## config.mk

```make
export PLATFORM = sky130hd
export DESIGN_NAME = div_unit
export DESIGN_NICKNAME = d
export VERILOG_FILES = /design/src/rtl/div_unit.sv
export SDC_FILE = /design/constraint.sdc
export NUM_CORES = 1
export LEC_CHECK = 0
export CAP_MARGIN = 15
export CELL_PAD_IN_SITES_DETAIL_PLACEMENT = 1
export CELL_PAD_IN_SITES_GLOBAL_PLACEMENT = 1
export CORE_UTILIZATION = 46
export DETAILED_ROUTE_END_ITERATION = 10
export PLACE_DENSITY_LB_ADDON = 0.1
export SLEW_MARGIN = 20
export SYNTH_ARGS = -nofsm -noshare
export SYNTH_HDL_FRONTEND = slang
export SYNTH_SLANG_ARGS = --single-unit
```

## constraint.sdc

```tcl
create_clock -name clk -period 9.6 [get_ports clk]
set_input_delay 1.92 -clock clk [delete_from_list [all_inputs] [get_ports clk]]
set_output_delay 1.92 -clock clk [all_outputs]
set_load 0.005 [all_outputs]
```

## src/rtl/div_unit.sv

```systemverilog
// div_unit: 32-bit integer divider (DIV/DIVU/REM/REMU), radix-2 restoring, one bit per cycle.
// Latency: result strobe in the 33rd cycle after the accept edge (1 cycle for trivial cases when DIV_EARLY_OUT_EN).
// Backpressure: issue_ready only while IDLE; writeback cannot stall the result, which is presented for one cycle.
//
// Ports:
//   clk, rst                      clock, asynchronous active-high reset
//   issue_valid / issue_ready     operation handshake (ready == state is IDLE)
//   issue_op                      0=DIV, 1=DIVU, 2=REM, 3=REMU
//   issue_src1 / issue_src2       dividend / divisor
//   issue_rd_enable / issue_rd_phy destination register info carried through to writeback
//   commit_flush                  discards any in-flight operation, returns to IDLE
//   div_wb_port_data_out / _we    writeback packet and its valid strobe
//
// Optional feature: define DIV_EARLY_OUT_EN to skip the iteration loop for divide-by-zero,
// signed overflow and |src1| < |src2|; those results then appear the cycle after accept.

package div_unit_pkg;
  localparam int REG_DATA_WIDTH   = 32;
  localparam int PHY_REG_ID_WIDTH = 6;

  typedef struct packed {
    logic                        enable;
    logic                        valid;
    logic                        has_exception;
    logic                        need_rename;
    logic                        rd_enable;
    logic [PHY_REG_ID_WIDTH-1:0] rd_phy;
    logic [REG_DATA_WIDTH-1:0]   rd_value;
  } execute_wb_pack_t;
endpackage

module div_unit
  import div_unit_pkg::*;
(
  input  logic                        clk,
  input  logic                        rst,
  input  logic                        issue_valid,
  output logic                        issue_ready,
  input  logic [1:0]                  issue_op,
  input  logic [REG_DATA_WIDTH-1:0]   issue_src1,
  input  logic [REG_DATA_WIDTH-1:0]   issue_src2,
  input  logic                        issue_rd_enable,
  input  logic [PHY_REG_ID_WIDTH-1:0] issue_rd_phy,
  input  logic                        commit_flush,
  output execute_wb_pack_t            div_wb_port_data_out,
  output logic                        div_wb_port_we
);

  typedef enum logic [1:0] {
    IDLE = 2'd0,
    CALC = 2'd1,
    DONE = 2'd2
  } state_t;

  // ---------------------------------------------------------------------------
  // State
  // ---------------------------------------------------------------------------
  state_t                      state_q,      state_d;
  logic [4:0]                  cnt_q,        cnt_d;
  logic [1:0]                  op_q,         op_d;
  logic [REG_DATA_WIDTH-1:0]   src1_q,       src1_d;      // raw dividend, needed for x/0 remainder
  logic [REG_DATA_WIDTH-1:0]   dsr_q,        dsr_d;       // divisor magnitude
  logic [REG_DATA_WIDTH-1:0]   qd_q,         qd_d;        // dividend shifts out of the top, quotient in at the bottom
  logic [REG_DATA_WIDTH-1:0]   pr_q,         pr_d;        // partial remainder, always < divisor
  logic                        rd_enable_q,  rd_enable_d;
  logic [PHY_REG_ID_WIDTH-1:0] rd_phy_q,     rd_phy_d;
  logic                        q_neg_q,      q_neg_d;
  logic                        r_neg_q,      r_neg_d;
  logic                        div_zero_q,   div_zero_d;
  logic                        ovf_q,        ovf_d;

  // ---------------------------------------------------------------------------
  // Issue-side operand decode
  // ---------------------------------------------------------------------------
  logic                      accept;
  logic                      in_signed;
  logic                      src1_neg;
  logic                      src2_neg;
  logic [REG_DATA_WIDTH-1:0] src1_mag;
  logic [REG_DATA_WIDTH-1:0] src2_mag;
  logic                      div_zero_in;
  logic                      ovf_in;

  // A flush on the same edge as a handshake wins: nothing is captured.
  assign accept    = issue_valid && (state_q == IDLE) && !commit_flush;
  assign in_signed = ~issue_op[0];
  assign src1_neg  = in_signed & issue_src1[REG_DATA_WIDTH-1];
  assign src2_neg  = in_signed & issue_src2[REG_DATA_WIDTH-1];
  // 0x80000000 negates to itself, which is the correct unsigned magnitude.
  assign src1_mag  = src1_neg ? (~issue_src1 + 32'd1) : issue_src1;
  assign src2_mag  = src2_neg ? (~issue_src2 + 32'd1) : issue_src2;

  assign div_zero_in = (issue_src2 == '0);
  assign ovf_in      = in_signed && (issue_src1 == 32'h8000_0000) && (issue_src2 == 32'hFFFF_FFFF);

`ifdef DIV_EARLY_OUT_EN
  logic early_in;
  // Quotient is 0 and remainder is the dividend whenever |src1| < |src2|, so no iteration is needed.
  assign early_in = div_zero_in | ovf_in | (src1_mag < src2_mag);
`endif

  // ---------------------------------------------------------------------------
  // One restoring step: shift the next dividend bit into the remainder and
  // subtract the divisor if it fits.
  // ---------------------------------------------------------------------------
  logic [REG_DATA_WIDTH:0]   shifted;
  logic                      step_ok;
  logic [REG_DATA_WIDTH-1:0] step_diff;

  assign shifted   = {pr_q, qd_q[REG_DATA_WIDTH-1]};
  assign step_ok   = (shifted >= {1'b0, dsr_q});
  // When the subtraction is taken the true difference is below the divisor, so 32 bits hold it.
  assign step_diff = shifted[REG_DATA_WIDTH-1:0] - dsr_q;

  // ---------------------------------------------------------------------------
  // Next-state logic
  // ---------------------------------------------------------------------------
  always_comb begin
    state_d     = state_q;
    cnt_d       = cnt_q;
    op_d        = op_q;
    src1_d      = src1_q;
    dsr_d       = dsr_q;
    qd_d        = qd_q;
    pr_d        = pr_q;
    rd_enable_d = rd_enable_q;
    rd_phy_d    = rd_phy_q;
    q_neg_d     = q_neg_q;
    r_neg_d     = r_neg_q;
    div_zero_d  = div_zero_q;
    ovf_d       = ovf_q;

    case (state_q)
      IDLE: begin
        if (accept) begin
          state_d     = CALC;
          cnt_d       = 5'd0;
          op_d        = issue_op;
          src1_d      = issue_src1;
          dsr_d       = src2_mag;
          qd_d        = src1_mag;
          pr_d        = '0;
          rd_enable_d = issue_rd_enable;
          rd_phy_d    = issue_rd_phy;
          q_neg_d     = src1_neg ^ src2_neg;
          r_neg_d     = src1_neg;
          div_zero_d  = div_zero_in;
          ovf_d       = ovf_in;
`ifdef DIV_EARLY_OUT_EN
          if (early_in) begin
            // Special cases are resolved by the flags; preloading q=0, r=|src1|
            // gives the right answer for the |src1| < |src2| case.
            state_d = DONE;
            qd_d    = '0;
            pr_d    = src1_mag;
          end
`endif
        end
      end

      CALC: begin
        cnt_d = cnt_q + 5'd1;
        if (step_ok) begin
          pr_d = step_diff;
          qd_d = {qd_q[REG_DATA_WIDTH-2:0], 1'b1};
        end else begin
          pr_d = shifted[REG_DATA_WIDTH-1:0];
          qd_d = {qd_q[REG_DATA_WIDTH-2:0], 1'b0};
        end
        // Counter value 31 means this edge completes the 32nd step.
        if (cnt_q == 5'd31) begin
          state_d = DONE;
        end
      end

      DONE: begin
        state_d = IDLE;
      end

      default: begin
        state_d = IDLE;
      end
    endcase

    if (commit_flush) begin
      state_d = IDLE;
      cnt_d   = 5'd0;
    end
  end

  // ---------------------------------------------------------------------------
  // Registers
  // ---------------------------------------------------------------------------
  always_ff @(posedge clk or posedge rst) begin
    if (rst) begin
      state_q     <= IDLE;
      cnt_q       <= 5'd0;
      op_q        <= 2'd0;
      src1_q      <= '0;
      dsr_q       <= '0;
      qd_q        <= '0;
      pr_q        <= '0;
      rd_enable_q <= 1'b0;
      rd_phy_q    <= '0;
      q_neg_q     <= 1'b0;
      r_neg_q     <= 1'b0;
      div_zero_q  <= 1'b0;
      ovf_q       <= 1'b0;
    end else begin
      state_q     <= state_d;
      cnt_q       <= cnt_d;
      op_q        <= op_d;
      src1_q      <= src1_d;
      dsr_q       <= dsr_d;
      qd_q        <= qd_d;
      pr_q        <= pr_d;
      rd_enable_q <= rd_enable_d;
      rd_phy_q    <= rd_phy_d;
      q_neg_q     <= q_neg_d;
      r_neg_q     <= r_neg_d;
      div_zero_q  <= div_zero_d;
      ovf_q       <= ovf_d;
    end
  end

  // ---------------------------------------------------------------------------
  // Result formation and outputs
  // ---------------------------------------------------------------------------
  logic [REG_DATA_WIDTH-1:0] quot;
  logic [REG_DATA_WIDTH-1:0] rem;

  always_comb begin
    quot = q_neg_q ? (~qd_q + 32'd1) : qd_q;
    rem  = r_neg_q ? (~pr_q + 32'd1) : pr_q;
    if (div_zero_q) begin
      quot = 32'hFFFF_FFFF;
      rem  = src1_q;
    end else if (ovf_q) begin
      quot = 32'h8000_0000;
      rem  = '0;
    end
  end

  always_comb begin
    div_wb_port_data_out = '0;
    if (state_q == DONE) begin
      div_wb_port_data_out.enable        = 1'b1;
      div_wb_port_data_out.valid         = 1'b1;
      div_wb_port_data_out.has_exception = 1'b0;
      div_wb_port_data_out.need_rename   = rd_enable_q;
      div_wb_port_data_out.rd_enable     = rd_enable_q;
      div_wb_port_data_out.rd_phy        = rd_phy_q;
      div_wb_port_data_out.rd_value      = op_q[1] ? rem : quot;
    end
  end

  // A flush in the DONE cycle suppresses the strobe combinationally.
  assign div_wb_port_we = (state_q == DONE) && !commit_flush;
  assign issue_ready    = (state_q == IDLE);

endmodule

```

After elaboration in Yosys (flattened, before gate mapping)
Index checks and enable logic that the tools add are counted.
{ "classes": {"shift": 0, "multipliers": 0, "muxes": 23, "n_addsub": 6, "n_reduce_logical": 14, "bitwise_logic": 8, "div_mod_pow": 0, "n_lt_le_gt_ge": 1, "eq_ne": 8} }
{ "ops": {"columns": ["cell", "n"], "rows": [
  ["$mux W32", 12],
  ["$add A32 B1 Y32 const B", 4],
  ["$not A32 Y32", 4],
  ["$pmux W32 S2", 2],
  ["$eq A32 B32 Y1 const B", 2],
  ["$mux W43", 1],
  ["$ge A33 B32 Y1", 1],
  ["$logic_not A32 Y1", 1],
  ["$sub A32 B32 Y32", 1],
  ["$mux W5", 2],
  ["$pmux W5 S2", 1],
  ["$reduce_and A2 Y1", 4],
  ["$mux W2", 3],
  ["$add A5 B1 Y5 const B", 1],
  ["$eq A5 B5 Y1 const B", 1],
  ["$logic_and A1 B1 Y1", 5],
  ["$pmux W2 S2", 1],
  ["$ne A3 B1 Y1 const B", 1],
  ["$ne A3 B3 Y1 const B", 1],
  ["$reduce_bool A3 Y1", 1],
  ["$and A1 B1 Y1", 2],
  ["$eq A2 B1 Y1 const B", 1],
  ["$eq A2 B2 Y1 const B", 1],
  ["$logic_not A2 Y1", 1],
  ["6 further kinds", 6]
]} }
{ "totals": {"ram_bits": 0, "register_bits": 148, "rom_bits": 0, "latch_bits": 0, "n_memories": 0, "elab_cells": 73} }

Depth between registers and ports, before layout
Gate-level depths: netlist of the first run.
{ "logic_depth": {"ltp_word": 7, "ltp_mapped": 14, "depth_no_buf": 14} }

Least setup slack after synthesis of the first run
No wires, ideal clock.
{ "synth_path": {"kind": "register to output", "start": "register qd_q[19]", "end": "output div_wb_port_data_out[28] (netlist bit)", "path_buffers": 0, "path_slack_ps": 4734, "path_stages_with_launch": 10, "arrival_time_ps": 2946, "cell_sequence": "dfrtp_1 -> or3_1 -> or3_1 -> or4_1 -> or4_1 -> o21ai_1 -> xnor2_1 -> nor2_1 -> a2111o_1 -> a21oi_1"} }
{ "synth_rtl": {"columns": ["item", "line_no", "source"], "rows": [
  ["start, declared", "63", "logic [REG_DATA_WIDTH-1:0] qd_q, qd_d;"],
  ["start signal, assigned", "215", "qd_q <= qd_d;"],
  ["end, declared", "45", "output execute_wb_pack_t div_wb_port_data_out,"]
]} }

==> results of run 1 <==
-- critical path: stages, from the launching register on --
cell,delay [ps]
sky130_fd_sc_hd__dfrtp_1,470
sky130_fd_sc_hd__nor4_4,360
sky130_fd_sc_hd__nand2_2,120
sky130_fd_sc_hd__or3_4,360
sky130_fd_sc_hd__or3_4,420
sky130_fd_sc_hd__or4_4,520
sky130_fd_sc_hd__o31ai_2,250
sky130_fd_sc_hd__xor2_1,100
sky130_fd_sc_hd__nor2_1,140
sky130_fd_sc_hd__a21oi_2,50
sky130_fd_sc_hd__a211oi_1,440
sky130_fd_sc_hd__clkdlybuf4s50_1,590
-- layer usage --
metal / up-vias / routed length [microns]
li1: 5237 / -
met1: 5564 / 17580
met2: 327 / 18400
met3: 61 / 1790
met4: 0 / 874
met5: - / 0
-- cell type report --
type,instances,area share
Clock inverter,15,0.01210
Inverter,53,0.01553
Tap cell,319,0.03039
Clock buffer,17,0.03239
Sequential cell,147,0.2801
Timing Repair Buffer,135,0.1000
Multi-Input combinational cell,1162,0.5295
-- report_power, final --
| group | total [W] | switching, W | internal [W] |
|---|---|---|---|
| sequential | 0.00105 | 0.000264 | 0.000783 |
| clock | 0.000692 | 0.000322 | 0.000370 |
| combinational | 0.00173 | 0.00104 | 0.000686 |
| total | 0.00347 | 0.00163 | 0.00184 |
-- cells in the mapped netlist, types with 27 or more instances --
cell type / count / area, sq um
sky130_fd_sc_hd__a21oi_1: 86 / 430.4
sky130_fd_sc_hd__a22oi_1: 34 / 255.2
sky130_fd_sc_hd__clkbuf_1: 73 / 274.0
sky130_fd_sc_hd__dfrtp_1: 147 / 3679
sky130_fd_sc_hd__ha_1: 39 / 488.0
sky130_fd_sc_hd__inv_1: 53 / 198.9
sky130_fd_sc_hd__nand2_1: 242 / 908.4
sky130_fd_sc_hd__nand3_1: 29 / 145.1
sky130_fd_sc_hd__nor2_1: 93 / 349.1
sky130_fd_sc_hd__nor3_1: 28 / 140.1
sky130_fd_sc_hd__o21ai_0: 158 / 790.8
sky130_fd_sc_hd__o21ai_1: 72 / 360.4
sky130_fd_sc_hd__o31ai_1: 27 / 202.7
sky130_fd_sc_hd__xnor2_1: 60 / 525.5
sky130_fd_sc_hd__xor2_1: 84 / 735.7
-- logic make-up after synthesis --
logic type | count (synthesis)
adder cells (fa/ha/maj) | 40
AND/OR/NAND/NOR | 496
other | 1
multiplexers | 12
AO/OA/AOI/OAI | 469
buffers and inverters | 142
XOR/XNOR | 144
flip-flops | 147
-- per-stage QoR --
stage | total power, W | utilization | area (sq um)
after floorplan | 0.002227 | - | 11170
after global placement | 0.002663 | 0.5315 | 12550
after detailed placement | 0.002723 | 0.5315 | 12550
after CTS | 0.003450 | 0.5563 | 13140
after global routing | 0.003709 | 0.5563 | 13140
final | 0.003469 | 0.5563 | 13140
-- worst paths after layout --
kind                                            end  slack, ps  cells after the start
min in group asynchronous       pr_q[7]$_DFFE_PP0P_       1960                      2
hold reg to reg             rd_phy_q[4]$_DFFE_PP0P_        470                      2
hold / removal              rd_phy_q[4]$_DFFE_PP0P_        470                      2
setup / recovery           div_wb_port_data_out[31]       3430                     11
max in group asynchronous      qd_q[18]$_DFFE_PP0P_       6170                      3
setup reg to reg               pr_q[29]$_DFFE_PP0P_       5670                     12
-- flip-flops by register name (all words and copies together) (netlist names) --
signal / flops
rd_enable_q: 1
q_neg_q: 1
op_q: 1
ovf_q: 1
r_neg_q: 1
dsr_q: 32
src1_q: 32
rd_phy_q: 6
div_zero_q: 1
state_q: 2
cnt_q: 5
pr_q: 32
qd_q: 32
==> flow_metrics.tcl, run 1 <==
set metrics [dict create \
    row_count 56 \
    grt_pass1_vias 11409 \
    placement.io_buffers 120 \
    clock.fmax_ghz 0.1620 \
    main_combinational_cell_family_by_area_after_synthesis "compound AO/OA/AOI/OAI gates" \
    die_width_microns 157.8 \
    final.hold.worst_slack_ps 471.6 \
    netlist_cell_types 59 \
    drive_above_1_share 0.04447 \
    boundaryPins 122 \
    first_pass_grt_wire_length_microns 62170 \
    synth_fp_nets 1568 \
    ys_ff_latch 147 \
    post_synthesis_share_of_cell_area_spent_on_xor_and_xnor_gates 0.1129 \
    synth_simple_gate_area_share 0.2047 \
    syn-instance-count 1451 \
    cts.reportedPaths.clkPinSlew_ps 80 \
    ant_nets 0 \
    skew_final_ps 9.777 \
    status "complete, no violations" \
    die_y_microns 157.8 \
    area_delta_synth_final_pct 17.62 \
    final_cell_count_no_fill 1848 \
    post_cts_resized 0 \
    worst_ir_drop_vdd_mv 0.1613 \
    cts_h_tree_depth 4 \
    finalWirelength_microns 38640 \
    timing.slew.headroom 0.2669 \
    synthesis.area_sq_mm 0.01117 \
    worst_skew_pair.late_latency_ps 440 \
    holdCritPathClass "reg2reg" \
    post_cts_hold_buffer_count 0 \
    most-common-layout-cells "242 x sky130_fd_sc_hd__nand2_1, 158 x sky130_fd_sc_hd__o21ai_0, 147 x sky130_fd_sc_hd__dfrtp_1" \
    crit_start "pr_q[5]$_DFFE_PP0P_" \
    syn_avg_cell_area_sq_um 7.696 \
    setup_viol_count_final 0 \
    powerDensity_mw_per_mm2 264.1 \
    clock-root-buffer "sky130_fd_sc_hd__clkbuf_16" \
    grt_max_degree 105 \
    numClockSinks 147 \
    setup_tns_ps 0 \
    synth_fa_ha_area_frac 0.04549 \
    crit_path_max_fanout 5 \
    power.leakage_nw 5.500 \
    yosys_warnings 0 \
    flip_flop_cell_with_the_highest_count_after_synthesis "sky130_fd_sc_hd__dfrtp_1" \
    groute.usage.overall 0.3237 \
    cp.required_ps 7680 \
    start_kind "flop" \
    globalRoute.totalOverflow 0 \
    number_of_antenna_violations_at_the_first_check_in_global_routing 0 \
    tritoncts "done" \
    detail_route.iter0.violations 840 \
    groute.layer.met2.usage 0.5307 \
    route.detailed.vias_per_inst 6.055 \
    crit_arrival_ps 4250 \
    seqCellArea_sq_mm 0.003679 \
    synth-edff-count 0 \
    worst_pin_slew_ps 1100 \
    globalRouteMet1Util 0.4387 \
    clock_tree.buffer_depth 2 \
    die-area_sq_mm 0.02490 \
    dp_hpwl_microns 27160 \
    drt_pass1_iterations 5 \
    critical_path.reg2reg.startpoint "dsr_q[1]$_DFFE_PP0P_" \
    grt_most_used_layer "met2" \
    gr_util_met3 0.04353 \
    insertedDiodeCount 0 \
    timing.final.crit_share 0.6429 \
    setup.worst_path.end_class "primary output" \
    postSynth.asyncResetShare 1.000 \
    tritoncts_buffers 17 \
    finalNetCount 1633 \
    worst_hold_startpoint "rd_phy_q[4]$_DFFE_PP0P_" \
    worstSetupPathType "reg2out" \
    place.gp.congestion 0.8747 \
    synthMuxAreaShare 0.01087 \
    post-place-ws_ps 3918 \
    rsz_0062_raised_after_global_routing "no" \
    drv.max_cap_violation_count 0 \
    finalWorstSetupSlack_ps 3428 \
    place_inst 1816 \
    synth_compound_area_frac 0.2471 \
    remaining_drc_errors 0 \
    cts_post_setup_buffers_inserted 0 \
    period_needed_ps 6172 \
    layout_commonest_cell "sky130_fd_sc_hd__nand2_1" \
    floorplan.initialDensity 0.4729 \
    hold_violations 0 \
    route.vias.total 11189 \
    report.final.slew_viol_count 0 \
    synth-seq-area-share 0.3294 \
    placeableCoreArea_sq_mm 0.02361 \
    detail_route.wl_per_cell_microns 20.91 \
    multiInputGateArea_sq_mm 0.006955 \
    fill_cell_total_of_the_finished_layout 2954 \
]
Power figures use the tool's default switching activity.
==> inputs of run 2 (changes only) <==
Settings changed: CORE_UTILIZATION 46 to 43.
Clock period 9.6 ns to 5.9 ns, I/O delays scaled along.
==> run 2 against run 1 <==
Wire length is 2.0% lower; setup slack got worse by 3000 ps; sequential share of layout area decreased by 0.080 points; first-iteration DRC count fell by 25%; largest cell class unchanged.
==> flow_metrics.tcl, run 2 (synthesis gave the netlist of run 1 again) <==
set metrics [dict create \
    status "complete, no violations" \
    final_util 0.5201 \
    dp_hpwl_microns 27350 \
    finalNetCount 1634 \
    worst_ir_drop_vdd_mv 0.1856 \
    worst_path_dominant_cell_family "simple AND/OR/NAND/NOR gates" \
    die-area_sq_mm 0.02662 \
    die_y_microns 163.2 \
    worst_pin_slew_ps 1105 \
    multiInputGateArea_sq_mm 0.006955 \
    setup_tns_ps 0 \
    hold_violations 0 \
    finalWorstSetupSlack_ps 468.2 \
    drive_above_1_share 0.04444 \
    drv.max_cap_violation_count 0 \
    clock-root-buffer "sky130_fd_sc_hd__clkbuf_16" \
    rsz_0062_raised_after_global_routing "no" \
    seqCellArea_sq_mm 0.003679 \
    worstSetupPathType "reg2out" \
    cts.reportedPaths.clkPinSlew_ps 70 \
    power.leakage_nw 5.502 \
    first_pass_grt_wire_length_microns 61480 \
    skew_final_ps 10.30 \
    tritoncts "done" \
    floorplan.initialDensity 0.4409 \
    cp.required_ps 4720 \
    die_width_microns 163.2 \
    grt_max_degree 158 \
    placement.io_buffers 120 \
    remaining_drc_errors 0 \
    clock.fmax_ghz 0.1841 \
    post_cts_resized 0 \
    cpPeakStageDelay_ps 530 \
    register_to_register_setup_slack_ps 1800 \
    groute.usage.overall 0.2948 \
    slowest_stage "sky130_fd_sc_hd__clkdlybuf4s50_1" \
    timing.final.crit_share 0.9206 \
    post_cts_hold_buffer_count 0 \
    detail_route.wl_per_cell_microns 20.36 \
    drt_pass1_iterations 5 \
    ant_nets 0 \
    cts_post_setup_buffers_inserted 0 \
    final.hold.worst_slack_ps 466.4 \
    crit_arrival_ps 4250 \
    crit_path_cell_trace "inv_1 -> ha_1 -> nand3b_1 -> or3_1 -> or3_1 -> or4_4 -> o31ai_1 -> xor2_1 -> a2111o_1 -> a21oi_1 -> clkdlybuf4s50_1" \
    post-place-ws_ps 920.7 \
    timing.slew.headroom 0.2637 \
    placeableCoreArea_sq_mm 0.02533 \
    setup_viol_count_final 0 \
    boundaryPins 122 \
    start_kind "flop" \
    number_of_antenna_violations_at_the_first_check_in_global_routing 1 \
    powerDensity_mw_per_mm2 424.4 \
    worst_skew_pair.late_latency_ps 430 \
    grt_pass1_vias 11126 \
    row_count 58 \
    period_needed_ps 5432 \
    route.detailed.vias_per_inst 5.927 \
    report.final.slew_viol_count 0 \
    most-common-layout-cells "242 x sky130_fd_sc_hd__nand2_1, 158 x sky130_fd_sc_hd__o21ai_0, 147 x sky130_fd_sc_hd__dfrtp_1" \
    crit_path_max_fanout 7 \
    place.gp.congestion 0.8614 \
    finalWirelength_microns 37860 \
    detail_route.iter0.violations 626 \
    critical_path.n_buffers_inverters 2 \
    cts_h_tree_depth 4 \
    clock_tree.buffer_depth 2 \
    numClockSinks 147 \
    holdCritPathClass "reg2reg" \
    area_delta_synth_final_pct 17.96 \
    insertedDiodeCount 0 \
    route.vias.total 11025 \
    setup.worst_path.end_class "primary output" \
    tritoncts_buffers 17 \
    layout_commonest_cell "sky130_fd_sc_hd__nand2_1" \
    globalRoute.totalOverflow 0 \
    report.power.total_w 0.005590 \
    crit_top_cell "sky130_fd_sc_hd__or3_1" \
    fill_cell_total_of_the_finished_layout 3106 \
]
run 2: final timing paths:
path | to | depth (start not counted) | start
worst max-delay path | div_wb_port_data_out[28] | 11 | pr_q[0]$_DFFE_PP0P_
max in group asynchronous | dsr_q[27]$_DFFE_PP0P_ | 3 | rst
worst max register to register | pr_q[17]$_DFFE_PP0P_ | 12 | dsr_q[1]$_DFFE_PP0P_
min in group asynchronous | src1_q[11]$_DFFE_PP0P_ | 2 | rst
worst min register to register | rd_phy_q[0]$_DFFE_PP0P_ | 2 | rd_phy_q[0]$_DFFE_PP0P_
worst min-delay path | rd_phy_q[0]$_DFFE_PP0P_ | 2 | rd_phy_q[0]$_DFFE_PP0P_
run 2: report_power, final:
group          switching (W)  total (W)  internal (W)
Sequential          0.000399    0.00167       0.00127
Combinational        0.00168    0.00280       0.00112
Clock               0.000505    0.00111      0.000608
Total                0.00258    0.00559       0.00301
run 2: worst min-delay path: cells and delay by family, from the launching register on:
family / cells / cell delay (ps)
flip-flops: 1 / 340
AND/OR/NAND/NOR: 2 / 100
run 2: cell type report:
| class | count | area share |
|---|---|---|
| sequential | 147 | 0.2793 |
| timing repair buffer | 136 | 0.1013 |
| clock inverter | 13 | 0.01102 |
| multi-input combinational | 1162 | 0.5280 |
| clock buffer | 19 | 0.03362 |
| inverter | 53 | 0.01548 |
| tap | 330 | 0.03135 |
run 2: metal layers:
metal  track usage  wire (microns)  part of all wire  vias up
met5             0               0                 0        -
met4        0.1003            1087             0.029        0
met3       0.04393            1539             0.041       57
met2        0.4663           17390              0.46      255
met1        0.4088           17850              0.47     5482
li1              -               -                 -     5231
run 2: stage by stage:
step	instances	instance area [sq um]
after CTS	1860	13170
after detailed placement	1828	12580
final	1860	13170
after global placement	1828	12580
after global routing	1860	13170
after floorplan	1451	11170
==> inputs of run 3 (changes only) <==
Settings changed: CORE_UTILIZATION 43 to 46.
Clock period 5.9 ns to 6.3 ns, I/O delays scaled along.
==> run 3 against run 2 <==
Non-clock buffer count shrank 2; setup slack better by 360 ps; clock power fell by 10%; critical endpoint is now div_wb_port_data_out[31]; count of clock-buffer cells in the layout shrank 1; critical path depth stayed put; clock skew grew 2.3 ps; sequential cell count unchanged; via count rose by 1.3%; global-route usage grew 2.4 points; cell count shrank 0.70%; register-to-register slack better by 310 ps.
==> flow_metrics.tcl, run 3 (synthesis gave the netlist of run 1 again) <==
set metrics [dict create \
    layout_commonest_cell "sky130_fd_sc_hd__nand2_1" \
    clock-root-buffer "sky130_fd_sc_hd__clkbuf_16" \
    post_cts_resized 0 \
    dp_hpwl_microns 27620 \
    holdCritPathClass "reg2reg" \
    final_cell_count_no_fill 1847 \
    r2r-end "pr_q[6]$_DFFE_PP0P_" \
    setup_tns_ps 0 \
    drt_pass1_iterations 5 \
    power.leakage_nw 5.475 \
    insertedDiodeCount 0 \
    start_kind "flop" \
    multiInputGateArea_sq_mm 0.006955 \
    cts_post_setup_buffers_inserted 0 \
    most-common-layout-cells "242 x sky130_fd_sc_hd__nand2_1, 158 x sky130_fd_sc_hd__o21ai_0, 147 x sky130_fd_sc_hd__dfrtp_1" \
    place_inst 1815 \
    die_width_microns 157.8 \
    grt_max_degree 105 \
    cts.reportedPaths.clkPinSlew_ps 70 \
    report.final.slew_viol_count 0 \
    placeableCoreArea_sq_mm 0.02361 \
    numClockSinks 147 \
    setup_viol_count_final 0 \
    globalRoute.totalOverflow 0 \
    groute.usage.overall 0.3184 \
    number_of_antenna_violations_at_the_first_check_in_global_routing 1 \
    ant_nets 0 \
    timing.slew.headroom 0.2629 \
    detail_route.iter0.violations 634 \
    crit_path_max_fanout 6 \
    register_to_register_setup_slack_ps 2110 \
    area_delta_synth_final_pct 17.31 \
    tritoncts "done" \
    first_pass_grt_wire_length_microns 61350 \
    detail_route.wl_per_cell_microns 20.67 \
    drive_above_1_share 0.04385 \
    cp.required_ps 5040 \
    row_count 56 \
    worst_hold_startpoint "rd_phy_q[1]$_DFFE_PP0P_" \
    worstHoldPathCells 2 \
    final.hold.worst_slack_ps 468.8 \
    period_needed_ps 5476 \
    placement.io_buffers 120 \
    reg2reg_depth 12 \
    hold_violations 0 \
    fill_cell_total_of_the_finished_layout 2970 \
    clock.fmax_ghz 0.1826 \
    skew_final_ps 12.58 \
    boundaryPins 122 \
    timing.final.crit_share 0.8692 \
    remaining_drc_errors 0 \
    placedInstanceArea_sq_mm 0.01254 \
    cts_h_tree_depth 4 \
    setup.worst_path.end_class "primary output" \
    post_cts_hold_buffer_count 0 \
    crit_arrival_ps 4220 \
    clock_tree.buffer_depth 2 \
    rsz_0062_raised_after_global_routing "no" \
    critical_path.reg2reg.startpoint "dsr_q[1]$_DFFE_PP0P_" \
    worst_ir_drop_vdd_mv 0.1748 \
    report.power.total_w 0.005216 \
    status "complete, no violations" \
    place.gp.congestion 0.8892 \
    finalNetCount 1632 \
    drv.max_cap_violation_count 0 \
    tritoncts_buffers 17 \
    seqCellArea_sq_mm 0.003679 \
    finalInstanceArea_sq_mm 0.01310 \
    worst_pin_slew_ps 1106 \
    die-area_sq_mm 0.02490 \
    route.detailed.vias_per_inst 6.048 \
    worst_skew_pair.late_latency_ps 440 \
    grt_pass1_vias 11349 \
    powerDensity_mw_per_mm2 398.1 \
    worstHoldEndpoint "rd_phy_q[1]$_DFFE_PP0P_" \
    route.vias.total 11170 \
    worstSetupPathType "reg2out" \
    finalWirelength_microns 38170 \
    die_y_microns 157.8 \
    floorplan.initialDensity 0.4729 \
]
==> run 3: how the worst max path moves through the flow <==
stage                     slack, ps                  endpoint           startpoint  cells past startpoint
final                           820  div_wb_port_data_out[31]  pr_q[4]$_DFFE_PP0P_                     11
after global placement         1330  div_wb_port_data_out[28]  pr_q[5]$_DFFE_PP0P_                     10
after floorplan                1090      cnt_q[0]$_DFFE_PP0P_                  rst                      1
after detailed placement       1300  div_wb_port_data_out[28]  pr_q[4]$_DFFE_PP0P_                     10
after CTS                       820  div_wb_port_data_out[28]  pr_q[4]$_DFFE_PP0P_                     10
after global routing            530  div_wb_port_data_out[28]  qd_q[4]$_DFFE_PP0P_                     10
==> run 3: layer usage <==
layer / track usage / share of wire
met1: 0.4295 / 0.46
met2: 0.5171 / 0.47
met5: 0 / 0
met4: 0.1022 / 0.028
met3: 0.05393 / 0.047
==> run 3: through the flow <==
stage	util	worst slack [ps]
3_5_place_dp	0.5312	1297
2_1_floorplan	-	1089
3_3_place_gp	0.5312	1331
5_1_grt	0.5548	525.5
4_1_cts	0.5548	820.1
6_report	0.5548	824.0
==> run 3: cell type report <==
class                   instances  area share
well taps                     319     0.03047
flip-flops and latches        147      0.2808
clock buffers                  18     0.03352
inverters                      53     0.01557
clock inverters                14    0.008978
repair buffers                134     0.09971
multi-input cells            1162      0.5309
==> run 3: power breakdown <==
| part | switching, W | total, W | internal (W) |
|---|---|---|---|
| combinational | 0.00158 | 0.00263 | 0.00105 |
| clock | 0.000472 | 0.000998 | 0.000526 |
| sequential | 0.000399 | 0.00159 | 0.00119 |
| total | 0.00245 | 0.00522 | 0.00277 |
==> run 3: critical path: stages, from the launching register on <==
cell,delay (ps)
sky130_fd_sc_hd__dfrtp_1,480
sky130_fd_sc_hd__nor4_4,340
sky130_fd_sc_hd__nand2_2,120
sky130_fd_sc_hd__or3_4,360
sky130_fd_sc_hd__or3_4,420
sky130_fd_sc_hd__or4_4,520
sky130_fd_sc_hd__o31ai_2,260
sky130_fd_sc_hd__xor2_1,110
sky130_fd_sc_hd__nor2_1,120
sky130_fd_sc_hd__a21oi_2,40
sky130_fd_sc_hd__a211oi_1,410
sky130_fd_sc_hd__clkdlybuf4s50_1,590
